File: config.mk
export PLATFORM = sky130hd
export DESIGN_NAME = disp_rr
export DESIGN_NICKNAME = d
export VERILOG_FILES = /design/src/rtl/disp_pkg.sv /design/src/rtl/rr_sel.sv /design/src/rtl/disp_rr.sv
export SDC_FILE = /design/constraint.sdc
export NUM_CORES = 1
export LEC_CHECK = 0
export BUFFER_PORTS_ARGS = -buffer_cell sky130_fd_sc_hd__clkbuf_2
export CAP_MARGIN = 20
export CORE_ASPECT_RATIO = 0.5
export CORE_MARGIN = 2
export CORE_UTILIZATION = 50
export CTS_CLUSTER_DIAMETER = 40
export DETAILED_ROUTE_END_ITERATION = 10
export GPL_ROUTABILITY_DRIVEN = 0
export HOLD_SLACK_MARGIN = 0.15
export PLACE_DENSITY = 0.84
export SLEW_MARGIN = 15
export SYNTH_ARGS = -nofsm -noshare
export SYNTH_HDL_FRONTEND = slang
export SYNTH_SLANG_ARGS = --single-unit
File: constraint.sdc
create_clock -name clk_i -period 3.3 [get_ports clk_i]
set_clock_uncertainty 0.15 [all_clocks]
set_input_delay 0.33 -clock clk_i [delete_from_list [all_inputs] [get_ports clk_i]]
set_output_delay 0.33 -clock clk_i [all_outputs]
set_load 0.02 [all_outputs]
File: src/rtl/disp_pkg.sv
// Shared types and helpers for the round-robin dispatcher.
package disp_pkg;

    typedef enum logic {
        IDLE,
        SEND
    } disp_state_e;

    // Bits needed to index n lanes; never less than one.
    function automatic int idx_width(input int n);
        return (n > 1) ? $clog2(n) : 1;
    endfunction

endpackage

File: src/rtl/rr_sel.sv
// Combinational round-robin picker: returns the first set bit of vec,
// scanning upward from last_idx+1 and wrapping, so last_idx ranks lowest.
// WIDTH must be a power of two so the index wraps by plain truncation.
module rr_sel
    import disp_pkg::*;
#(
    parameter int WIDTH = 4,
    parameter int IDX_W = idx_width(WIDTH)
) (
    input  logic [WIDTH-1:0] vec,
    input  logic [IDX_W-1:0] last_idx,
    output logic [IDX_W-1:0] idx,
    output logic             vld
);

    logic [IDX_W-1:0] probe;

    // Scan lanes in rotated order and keep the first candidate found.
    always_comb begin
        // NOTE: every combinational output gets a default first, so no path
        // leaves it unassigned and no latch is inferred.
        idx   = '0;
        vld   = 1'b0;
        probe = '0;
        for (int i = 1; i <= WIDTH; i++) begin
            probe = last_idx + IDX_W'(i);
            if (!vld && vec[probe]) begin
                idx = probe;
                vld = 1'b1;
            end
        end
    end

endmodule

File: src/rtl/disp_rr.sv
// Round-robin dispatcher: takes items from one upstream rdy/ack producer and
// offers each to the next free consumer lane, rotating so that the lane
// served last has the lowest priority.
// Optional build macro DISP_RR_TMO_EN adds a SEND watchdog and sticky err_o.
module disp_rr
    import disp_pkg::*;
#(
    parameter int                    DATA_WIDTH = 32,
    parameter int                    DISP_WIDTH = 4,
    parameter logic [DATA_WIDTH-1:0] RESET_VAL  = '0,
    parameter int                    TMO_CYCLES = 256
) (
    input  logic                  clk_i,
    input  logic                  rst_ni,
    input  logic [DATA_WIDTH-1:0] data_i,
    input  logic                  rdy_i,
    output logic                  ack_o,
    input  logic                  free_i [0:DISP_WIDTH-1],
    output logic [DATA_WIDTH-1:0] data_o,
    output logic                  rdy_o  [0:DISP_WIDTH-1],
    input  logic                  ack_i  [0:DISP_WIDTH-1]
`ifdef DISP_RR_TMO_EN
    ,
    output logic                  err_o
`endif
);

    localparam int IDX_W = idx_width(DISP_WIDTH);

    disp_state_e           state_q, state_d;
    logic [DATA_WIDTH-1:0] data_q, data_d;
    logic [DISP_WIDTH-1:0] rdy_q, rdy_d;
    logic [IDX_W-1:0]      cur_idx_q, cur_idx_d;
    logic [IDX_W-1:0]      last_idx_q, last_idx_d;

    logic [DISP_WIDTH-1:0] free_vec;
    logic [DISP_WIDTH-1:0] ack_vec;
    logic [IDX_W-1:0]      sel_idx;
    logic                  sel_vld;
    logic                  cur_ack;
    logic                  cap;

`ifdef DISP_RR_TMO_EN
    localparam int CNT_W = idx_width(TMO_CYCLES);
    logic [CNT_W-1:0] tmo_cnt_q, tmo_cnt_d;
    logic             err_q, err_d;
`endif

    // Flatten the per-lane inputs and fan the offer register out to the lanes.
    always_comb begin
        free_vec = '0;
        ack_vec  = '0;
        for (int i = 0; i < DISP_WIDTH; i++) begin
            free_vec[i] = free_i[i];
            ack_vec[i]  = ack_i[i];
            rdy_o[i]    = rdy_q[i];
        end
    end

    rr_sel #(
        .WIDTH (DISP_WIDTH),
        .IDX_W (IDX_W)
    ) u_rr_sel (
        .vec      (free_vec),
        .last_idx (last_idx_q),
        .idx      (sel_idx),
        .vld      (sel_vld)
    );

    // Capture happens from IDLE, or from SEND on the same edge the current lane acks.
    assign cur_ack = (state_q == SEND) && ack_vec[cur_idx_q];
    assign cap     = rdy_i && sel_vld && ((state_q == IDLE) || cur_ack);
    assign ack_o   = cap;
    assign data_o  = data_q;
`ifdef DISP_RR_TMO_EN
    assign err_o   = err_q;
`endif

    // Next-state logic: capture and offer, release on ack, or drop on watchdog expiry.
    always_comb begin
        state_d    = state_q;
        data_d     = data_q;
        rdy_d      = rdy_q;
        cur_idx_d  = cur_idx_q;
        last_idx_d = last_idx_q;
`ifdef DISP_RR_TMO_EN
        tmo_cnt_d  = tmo_cnt_q;
        err_d      = err_q;
`endif
        if (cap) begin
            data_d         = data_i;
            cur_idx_d      = sel_idx;
            last_idx_d     = sel_idx;
            rdy_d          = '0;
            rdy_d[sel_idx] = 1'b1;
            state_d        = SEND;
`ifdef DISP_RR_TMO_EN
            tmo_cnt_d      = '0;
`endif
        end else if (cur_ack) begin
            rdy_d   = '0;
            state_d = IDLE;
        end
`ifdef DISP_RR_TMO_EN
        else if (state_q == SEND) begin
            if (tmo_cnt_q == CNT_W'(TMO_CYCLES - 1)) begin
                rdy_d   = '0;
                state_d = IDLE;
                err_d   = 1'b1;
            end else begin
                tmo_cnt_d = tmo_cnt_q + 1'b1;
            end
        end
`endif
    end

    // State register; last_idx resets to all ones so lane 0 is chosen first.
    always_ff @(posedge clk_i or negedge rst_ni) begin
        if (!rst_ni) begin
            state_q    <= IDLE;
            data_q     <= RESET_VAL;
            rdy_q      <= '0;
            cur_idx_q  <= '0;
            last_idx_q <= '1;
`ifdef DISP_RR_TMO_EN
            tmo_cnt_q  <= '0;
            err_q      <= 1'b0;
`endif
        end else begin
            // NOTE: non-blocking assignments here so every register samples
            // the pre-edge values computed by the combinational block.
            state_q    <= state_d;
            data_q     <= data_d;
            rdy_q      <= rdy_d;
            cur_idx_q  <= cur_idx_d;
            last_idx_q <= last_idx_d;
`ifdef DISP_RR_TMO_EN
            tmo_cnt_q  <= tmo_cnt_d;
            err_q      <= err_d;
`endif
        end
    end

    localparam bit IS_POW2 = (DISP_WIDTH >= 2) && ((DISP_WIDTH & (DISP_WIDTH - 1)) == 0);

    a_width_pow2: assert property (@(posedge clk_i) IS_POW2);

    a_rdy_onehot0: assert property (@(posedge clk_i) disable iff (!rst_ni)
        $onehot0(rdy_q));

    a_data_stable: assert property (@(posedge clk_i) disable iff (!rst_ni)
        (state_q == SEND && !cur_ack) |=> $stable(data_q));

    a_ack_needs_rdy: assert property (@(posedge clk_i) disable iff (!rst_ni)
        ack_o |-> rdy_i);

endmodule

==> results by group <==
Worst setup path
  • RR Endpoint: data_o[0]
  • Slowest stage delay, CP: 550 ps
  • CP Cell Sequence: mux4_2 -> nor2b_4 -> or2_1 -> inv_4 -> clkbuf_2
  • Crit path DAT: 1960 ps
  • Worst r2r src: cur_idx_q[0]
  • Critical Path End Type: output port
  • WS Path Type: reg -> out
  • Flop-to-flop setup slack: 1240 ps
  • CP max-delay cell: mux4_2
  • Reg2Reg Depth: 6
  • Worst EP required: 2820 ps
  • Crit start category: flop
  • Worst Path Max Fanout: 37

Power
  • Internal power: 1.32 mW
  • Clock Power Share: 18.3%
  • Sequential Power Share: 39.3%
  • Peak supply drop: 0.443 mV
  • Leakage Power: 1.45 nW
  • Power density over cell area: 858 mW/mm2
  • Switching Power: 946 uW
  • Combinational power share: 42.4%
  • Net Sw Frac: 41.7%

Final layout
  • Design area: 0.00264 mm2
  • Final Net Count: 348
  • Layout area overhead: 47.4%
  • Commonest non-fill, non-tap cell in the layout: nand2_1
  • Antenna cell count: 0
  • Fillers: 231
  • Proportion of layout cells with a drive suffix above 1: 31.0%
  • Most frequent cells in the layout: 107 x nand2_1, 79 x clkbuf_2, 39 x dfrtp_1, 33 x dlygate4sd3_1, 8 x nand3b_1

STA
  • Final min period: 2440 ps
  • Fmax: 411 MHz
  • Setup TNS: 0 ps
  • Post-route clock period utilization: 73.8%
  • # setup viols final: 0
  • Final max-slew violation count: 0
  • Actual slew at the worst max-slew pin: 990 ps
  • Rel. slew slack: 34.0%
  • Unrepaired setup endpoints after global routing: false
  • Final Hold Viols: 0

Logic synthesis
  • Synth area leaders: dfrtp_1 54%, nand2_1 22%, nand3b_1 3.3%
  • Mapped Avg Cell Area: 9.34 um2
  • Sequential share of the synthesized area: 57.4%
  • Asr flop ratio synth: 100%
  • YS warnings: 0
  • Mapped Nets: 235
  • Top cell type's share of synthesized area: 54.4%
  • Synth Cell Area: 0.00179 mm2
  • Yosys cell types: 27
  • Seq cells post-synth: 41
  • Primary FF master, synth: dfrtp_1
  • Dominant cell type by area after synthesis: dfrtp_1
  • Cells after Synth: 192
  • Number of synthesized flops with an enable pin: 0

Clock network
  • Clock Path Buffers: 2
  • Num CTS Buffers: 5
  • Clock root cell: clkbuf_8
  • Cts repair resizes: 0
  • CTS tree: done
  • Clk_lat worst skew: 290 ps
  • Clock sinks: 41
  • Clock Pin Slew Worst Setup and Hold Paths: 70 ps
  • H-tree lvl count: 2

Detailed routing
  • Routed Wire Length: 4960 um
  • DR vias: 1755
  • DRT Pass-1 Iters: 4
  • DRT antenna net count: 0
  • First DRT Iteration DRCs: 78
  • WL per Instance: 13.9 um
  • DR DRC count: 0
  • Via/cell ratio: 4.92

Job
  • MaxCap Viol Count: 0

Placement
  • Detailed Place HPWL: 2920 um
  • Port Buffers: 79
  • Post-DP Area: 0.00220 mm2

GRT
  • Number of global-route vias before repair: 1702
  • First-pass GRT wire length: 7660 um
  • Initial antenna violation count: 0
  • Global-route usage over all layers: 25.8%
  • Largest net degree at the start of global routing: 42
  • Grt ovf: 0

Hold path
  • Min-delay worst type: in -> reg
  • Hold path endpoint: state_q
  • Worst hold path depth: 3
  • HP Start: rdy_i

Floorplan
  • Row Count: 15
  • Initial core utilization: 52.2%
  • Core region area: 0.00343 mm2
  • Die Span Y: 46.3 um
  • Die width: 88.7 um
  • Die area: 0.00411 mm2
  • Boundary Pins: 80

Outcome
  • Status: finished clean
per-stage QoR:
step / hold WS, ps / power, mW / util [%] / std cells / setup WS, ps
after floorplan: -116 / 1.50 / - / 192 / 1330
after CTS: 196 / 2.24 / 76.9 / 357 / 870
after global placement: 308 / 1.77 / 63.9 / 316 / 1210
final: 195 / 2.27 / 76.9 / 357 / 864
after detailed placement: 311 / 1.80 / 63.9 / 316 / 1180
after global routing: 197 / 2.40 / 76.9 / 357 / 757
power by group through the flow:
stage               logic [mW]  clock network, mW  registers, mW
floorplan                0.388                  0           1.11
finish                   0.960              0.414          0.892
CTS                      0.951              0.414          0.877
global placement         0.888                  0          0.879
global route              1.05              0.439          0.914
detailed placement       0.918                  0          0.885
sequential cells by signal, summed over array words and instances, names as in the netlist:
signal      cells
cur_idx_q       2
data_o         32
last_idx_q      2
rdy_q           4
state_q         1
how the worst max path moves through the flow:
stage,to,slack [ps],startpoint
2_1_floorplan,ack_o,1330,cur_idx_q[0]
3_3_place_gp,ack_o,1210,ack_i[3]
3_5_place_dp,ack_o,1180,ack_i[0]
4_1_cts,ack_o,870,cur_idx_q[0]
5_1_grt,ack_o,760,cur_idx_q[0]
6_report,ack_o,860,cur_idx_q[0]
final cells by class:
class	instances	area, um2	share of cell area (%)
clock inverters	1	30.0	1.14
repair buffers	113	733	27.7
inverters	3	13.8	0.521
clock buffers	7	86.3	3.27
well taps	51	63.8	2.41
multi-input cells	141	687	26.0
flip-flops and latches	41	1030	38.9
worst max-delay path: cells and delay by family, from the launching register on:
kind / cells / cell delay (ps)
flip-flops: 1 / 380
buffers and inverters: 2 / 360
multiplexers: 1 / 550
AND/OR/NAND/NOR: 2 / 360
cell usage after synthesis, drive strengths merged (2+ instances only):
cell,instances
nand4,2
nand3,2
nor3b,2
dfrtp,39
dfstp,2
a21oi,2
nand3b,8
o41ai,2
nand2,107
inv,3
nor2b,3
o21ai,2
o21a,2
buf,7
kinds of logic (layout without fill, tap and decap cells):
group / count (synthesis) / after routing / share of synthesized area, %
muxes: 2 / 2 / 1.81
DFF: 41 / 41 / 57.4
and+or+nand+nor: 127 / 127 / 30.2
buffers and inverters: 10 / 124 / 4.33
AOI/OAI and AO/OA: 12 / 12 / 6.28
routing by layer:
| metal | routed length (um) | share of wire [%] | global-route usage, % | vias to the layer above |
|---|---|---|---|---|
| met1 | 2010 | 40 | 29.4 | 847 |
| met5 | 0 | 0 | 0 | - |
| li1 | - | - | - | 838 |
| met3 | 183 | 3.7 | 5.20 | 13 |
| met4 | 99 | 2.0 | 9.39 | 0 |
| met2 | 2670 | 54 | 49.3 | 57 |
timing repair:
action	4_1_cts	5_1_grt
setup endpoints to repair	0	0
buffers inserted	0	0
hold buffers	33	0
hold endpoints to repair	71	0
Note: power is estimated with default switching activity, not from simulation.
